File: src/rtl/sr595_pkg.sv
// rtl/sr595_pkg.sv - shared types for the 74HC595 serial driver
package sr595_pkg;

  typedef enum logic [1:0] {
    ST_IDLE       = 2'd0,
    ST_SETUP      = 2'd1,
    ST_SHIFT_HIGH = 2'd2,
    ST_LATCH      = 2'd3
  } sr595_state_t;

endpackage

File: src/rtl/sr595_tick_gen.sv
// rtl/sr595_tick_gen.sv - CLK_DIV down-counter producing a terminal tick
module sr595_tick_gen #(
  parameter int CLK_DIV = 4
) (
  input  logic i_Clock,
  input  logic i_Reset,
  input  logic i_Reload,
  output logic o_Tick
);

  localparam int CNT_W = $clog2(CLK_DIV + 1);
  localparam logic [CNT_W-1:0] RELOAD_VAL = CNT_W'(CLK_DIV - 1);

  logic [CNT_W-1:0] cnt_q, cnt_d;

  // Counter parks at zero, so the tick stays high until the next reload.
  always_comb begin
    cnt_d = cnt_q;
    if (i_Reload) begin
      cnt_d = RELOAD_VAL;
    end else if (cnt_q != '0) begin
      cnt_d = cnt_q - CNT_W'(1);
    end
  end

  always_ff @(posedge i_Clock) begin
    if (i_Reset) begin
      cnt_q <= '0;
    end else begin
      cnt_q <= cnt_d;
    end
  end

  assign o_Tick = (cnt_q == '0);

endmodule

File: src/rtl/sr595_driver.sv
// rtl/sr595_driver.sv - shifts a parallel word into chained 74HC595s and latches it
module sr595_driver
  import sr595_pkg::*;
#(
  parameter int DATA_WIDTH = 8,
  parameter int CLK_DIV    = 4,
  parameter int LSB_FIRST  = 0
) (
  input  logic                  i_Clock,
  input  logic                  i_Reset,
  input  logic [DATA_WIDTH-1:0] i_Data,
  input  logic                  i_Valid,
  output logic                  o_Ready,
  output logic                  o_Done,
  output logic                  o_SerialData,
  output logic                  o_ShiftClock,
  output logic                  o_LatchClock
);

  localparam int BIT_W = $clog2(DATA_WIDTH);

  if (CLK_DIV < 1 || CLK_DIV > 255) begin : g_bad_clk_div
    $error("sr595_driver: CLK_DIV must be in 1..255");
  end
  if (DATA_WIDTH < 8 || (DATA_WIDTH % 8) != 0) begin : g_bad_data_width
    $error("sr595_driver: DATA_WIDTH must be a non-zero multiple of 8");
  end

  sr595_state_t          state_q, state_d;
  logic [DATA_WIDTH-1:0] word_q, word_d;
  logic [BIT_W-1:0]      bit_q, bit_d;
  logic                  ready_q, ready_d;
  logic                  done_q, done_d;
  logic                  ser_q, ser_d;
  logic                  sclk_q, sclk_d;
  logic                  lclk_q, lclk_d;
  logic                  tick;
  logic                  accept;

  assign accept = i_Valid & ready_q;

  sr595_tick_gen #(
    .CLK_DIV (CLK_DIV)
  ) u_tick_gen (
    .i_Clock  (i_Clock),
    .i_Reset  (i_Reset),
    .i_Reload (state_d != state_q),
    .o_Tick   (tick)
  );

  always_ff @(posedge i_Clock) begin
    if (i_Reset) begin
      state_q <= ST_IDLE;
      word_q  <= '0;
      bit_q   <= '0;
      ready_q <= 1'b0;
      done_q  <= 1'b0;
      ser_q   <= 1'b0;
      sclk_q  <= 1'b0;
      lclk_q  <= 1'b0;
    end else begin
      state_q <= state_d;
      word_q  <= word_d;
      bit_q   <= bit_d;
      ready_q <= ready_d;
      done_q  <= done_d;
      ser_q   <= ser_d;
      sclk_q  <= sclk_d;
      lclk_q  <= lclk_d;
    end
  end

  always_comb begin
    state_d = state_q;
    word_d  = word_q;
    bit_d   = bit_q;
    unique case (state_q)
      ST_IDLE: begin
        if (accept) begin
          word_d  = i_Data;
          bit_d   = BIT_W'(DATA_WIDTH - 1);
          state_d = ST_SETUP;
        end
      end
      ST_SETUP: begin
        if (tick) state_d = ST_SHIFT_HIGH;
      end
      ST_SHIFT_HIGH: begin
        if (tick) begin
          if (bit_q == '0) begin
            state_d = ST_LATCH;
          end else begin
            word_d  = (LSB_FIRST != 0) ? (word_q >> 1) : (word_q << 1);
            bit_d   = bit_q - BIT_W'(1);
            state_d = ST_SETUP;
          end
        end
      end
      ST_LATCH: begin
        if (tick) state_d = ST_IDLE;
      end
      default: state_d = ST_IDLE;
    endcase
  end

  // Outputs are registered from the next state so every pin comes straight off a flop.
  always_comb begin
    ready_d = (state_d == ST_IDLE);
    done_d  = (state_q == ST_LATCH) && (state_d == ST_IDLE);
    sclk_d  = (state_d == ST_SHIFT_HIGH);
    lclk_d  = (state_d == ST_LATCH);
    ser_d   = ser_q;
    if ((state_d == ST_SETUP) && (state_q != ST_SETUP)) begin
      ser_d = (LSB_FIRST != 0) ? word_d[0] : word_d[DATA_WIDTH-1];
    end
  end

  assign o_Ready      = ready_q;
  assign o_Done       = done_q;
  assign o_SerialData = ser_q;
  assign o_ShiftClock = sclk_q;
  assign o_LatchClock = lclk_q;

endmodule

File: config.mk
export PLATFORM = sky130hd
export DESIGN_NAME = sr595_driver
export DESIGN_NICKNAME = d
export VERILOG_FILES = /design/src/rtl/sr595_pkg.sv /design/src/rtl/sr595_tick_gen.sv /design/src/rtl/sr595_driver.sv
export SDC_FILE = /design/constraint.sdc
export NUM_CORES = 1
export LEC_CHECK = 0
export ABC_AREA = 0
export CORE_UTILIZATION = 45
export CTS_BUF_LIST = sky130_fd_sc_hd__clkbuf_16
export DETAILED_ROUTE_END_ITERATION = 8
export HOLD_SLACK_MARGIN = 0.08
export MAX_ROUTING_LAYER = met4
export PLACE_DENSITY = 0.66
export SLEW_MARGIN = 25
export SYNTH_ARGS = -nofsm -noshare
export SYNTH_HDL_FRONTEND = slang
export SYNTH_HIERARCHICAL = 1
export SYNTH_SLANG_ARGS = --single-unit
File: constraint.sdc
create_clock -name i_Clock -period 4.4 [get_ports i_Clock]
set_input_delay 0.88 -clock i_Clock [delete_from_list [all_inputs] [get_ports i_Clock]]
set_output_delay 0.88 -clock i_Clock [all_outputs]
set_load 0.01 [all_outputs]
==> flow_metrics.py <==
metrics = {
    "outcome": {
        "status": "finished, final reports clean",
    },
    "layout": {
        "area_growth_pct": 20.0,
        "finalNetCount": 132,
        "n_antenna_cell": 0,
        "layout_common_cells": "dfxtp_1 (20), clkdlybuf4s50_1 (15), a21oi_1 (11), inv_1 (9), o211ai_1 (8)",
        "regArea_um2": 400,
        "layout_commonest_cell": "dfxtp_1",
        "design_area_um2": 1190,
        "layout-drive-gt1-share": 0.0517,
        "multiInputGateArea_um2": 498,
        "num-fill-cells": 187,
    },
    "clock_network": {
        "cts_resized": 0,
        "clk_pin_slew_ps": 50,
        "clk_latency_ps": 250,
        "cts_root_buf": "clkbuf_16",
        "cts_hold_buf": 0,
        "cts_tree": "yes",
        "numCtsBuffers": 3,
        "htree_levels": 1,
        "postCtsSetupRepairBufs": 0,
        "clock_path_buffers": 2,
        "clock_sinks": 20,
    },
    "power_and_ir_drop": {
        "combPwrFrac": 0.344,
        "seq_power_share": 0.376,
        "p_sw_frac": 0.341,
        "p_int_uw": 431,
        "switchingPower_uw": 223,
        "p_leak_nw": 0.430,
        "pwr-share-clk": 0.279,
        "power_density_nw_per_um2": 547,
        "ir_worst_vdd_mv": 0.265,
    },
    "critical_path": {
        "crit_slowest_cell": "clkdlybuf4s50_1",
        "cp-start-kind": "input port",
        "worstSetupPathType": "in -> reg",
        "slowest_delay_ps": 470,
        "cp_max_fo": 11,
        "worstPathCellList": "clkdlybuf4s50_1 -> nand4bb_1 -> nand2_1 -> nor4b_1 -> a311oi_1",
        "crit_start": "i_Valid",
        "cp.arrival_ps": 2470,
        "worst_r2r_startpoint": "state_q[1]",
        "crit_path_end_kind": "flop",
        "cp.required_ps": 4550,
    },
    "synthesis": {
        "syn-num-nets": 122,
        "netlist_instances": 107,
        "ys_warn_count": 6,
        "ys_ff_latch": 20,
        "syn_area_um2": 996,
        "synth_top_cell_by_area": "dfxtp_1",
        "post-synth-top-area-fraction": 0.402,
        "synth_cell_types": 31,
        "ys_top_cells_by_area": "dfxtp_1 (40%), a32oi_1 (6.2%), o211ai_1 (6.0%)",
        "seq_area_frac_synth": 0.402,
        "synth_area_per_cell_um2": 9.31,
    },
    "timing": {
        "finClkSkew_ps": 1.48,
        "whs_ps": 476,
        "hold_viol": 0,
        "tightest_slew_ps": 721,
        "rsz0062_at_grt": "no",
        "relSlewSlack": 0.518,
        "slew_violations": 0,
        "layout_min_cycle_time_ps": 2320,
        "finalSetupViolations": 0,
        "final.period_utilization": 0.528,
        "fin_tns_setup_ps": 0,
        "max_freq_ghz": 0.430,
    },
    "route": {
        "wl_um": 1890,
        "drcViolationCount": 0,
        "drt-wirelength-per-cell_um": 13.2,
        "first_pass_iters": 4,
        "num_vias": 842,
        "drt_iter0_markers": 21,
        "ant_nets": 0,
        "viasPerCell": 5.89,
    },
    "global_routing": {
        "antenna_found_initial": 0,
        "grt_pass1_wl_um": 3300,
        "grt_max_degree": 20,
        "grt_overflow": 0,
        "first_global_vias": 750,
        "grt_use_total": 0.182,
    },
    "floorplan": {
        "num_io_pins": 16,
        "die_w_um": 49.0,
        "die_y_um": 49.0,
        "placeableCoreArea_um2": 2020,
        "fp-row-count": 16,
        "initial_core_util": 0.493,
        "die_area_um2": 2410,
    },
    "place": {
        "place.port_buffers": 15,
        "gp_congestion": 0.818,
        "post-dp-hpwl_um": 1250,
        "placed_area_um2": 1120,
    },
    "min_path": {
        "min_path_type": "reg -> reg",
        "worstHoldStart": "bit_q[0]",
    },
    "run": {
        "maxCapViolCount": 0,
    },
}
[power by group through the flow]
stage / clock, mW / combinational [mW] / sequential [mW]
detailed placement: 0 / 0.223 / 0.248
floorplan: 0 / 0.190 / 0.238
global placement: 0 / 0.218 / 0.247
CTS: 0.190 / 0.225 / 0.245
finish: 0.183 / 0.225 / 0.246
global route: 0.200 / 0.257 / 0.253
[layer usage]
metal,vias up,share of wire,track usage
li1,416,-,-
met1,395,0.46,0.231
met2,27,0.48,0.280
met3,4,0.039,0.0280
met4,0,0.013,0.0882
met5,-,0,-
[state kept, by name, indices dropped and copies added, names as in the netlist]
name	count
o_ShiftClock	1
state_q	2
bit_q	3
word_q	7
o_SerialData	1
o_LatchClock	1
u_tick_gen/cnt_q	3
o_Done	1
o_Ready	1
[worst paths after layout]
| path | end | slack (ps) | cells past startpoint |
|---|---|---|---|
| max | u_tick_gen/cnt_q[1] | 2080 | 5 |
| min reg2reg | bit_q[0] | 480 | 1 |
| max reg2reg | u_tick_gen/cnt_q[0] | 2590 | 4 |
| min | bit_q[0] | 480 | 1 |
[cell usage after synthesis]
master / n
o211ai_1: 8
or4_1: 1
and3b_1: 1
ha_1: 4
nand3_1: 2
inv_1: 9
nand4bb_1: 1
nor2b_1: 2
nor3_1: 2
buf_6: 3
a311oi_1: 1
a211oi_2: 1
or2b_1: 1
nor3b_1: 1
nor4b_1: 2
a31oi_1: 2
o21a_1: 1
a211oi_1: 5
dfxtp_1: 20
nand3b_4: 1
nand2b_1: 3
buf_2: 3
a32oi_1: 7
or3_1: 1
and4bb_2: 1
a21oi_1: 11
or3b_1: 1
clkbuf_1: 4
nand2_1: 4
o21ai_0: 3
nor2_1: 1
[metrics by stage]
step	total power, mW	cells	setup WS [ps]	util
floorplan	0.428	107	2670	-
global placement	0.464	139	1890	0.552
detailed placement	0.471	139	1810	0.552
CTS	0.660	143	2070	0.591
global route	0.710	143	1930	0.591
finish	0.654	143	2080	0.591
[worst max-delay path: cells and delay by family]
kind	cells	cell delay (ps)
buffers and inverters	1	470
AND/OR/NAND/NOR	3	870
AO/OA/AOI/OAI	1	240
[cells by family after synthesis]
logic type / after synthesis / synth area share
AO/OA/AOI/OAI: 39 / 0.271
AND/OR/NAND/NOR: 25 / 0.178
flip-flops: 20 / 0.402
buffers and inverters: 19 / 0.0980
adder cells (fa/ha/maj): 4 / 0.0503
[area by class of cell]
class,count,area share
multi-input cells,68,0.417
flip-flops and latches,20,0.335
repair buffers,15,0.126
clock buffers,3,0.0628
inverters,9,0.0283
well taps,27,0.0283
clock inverters,1,0.00314
(Power assumes the default switching activity.)
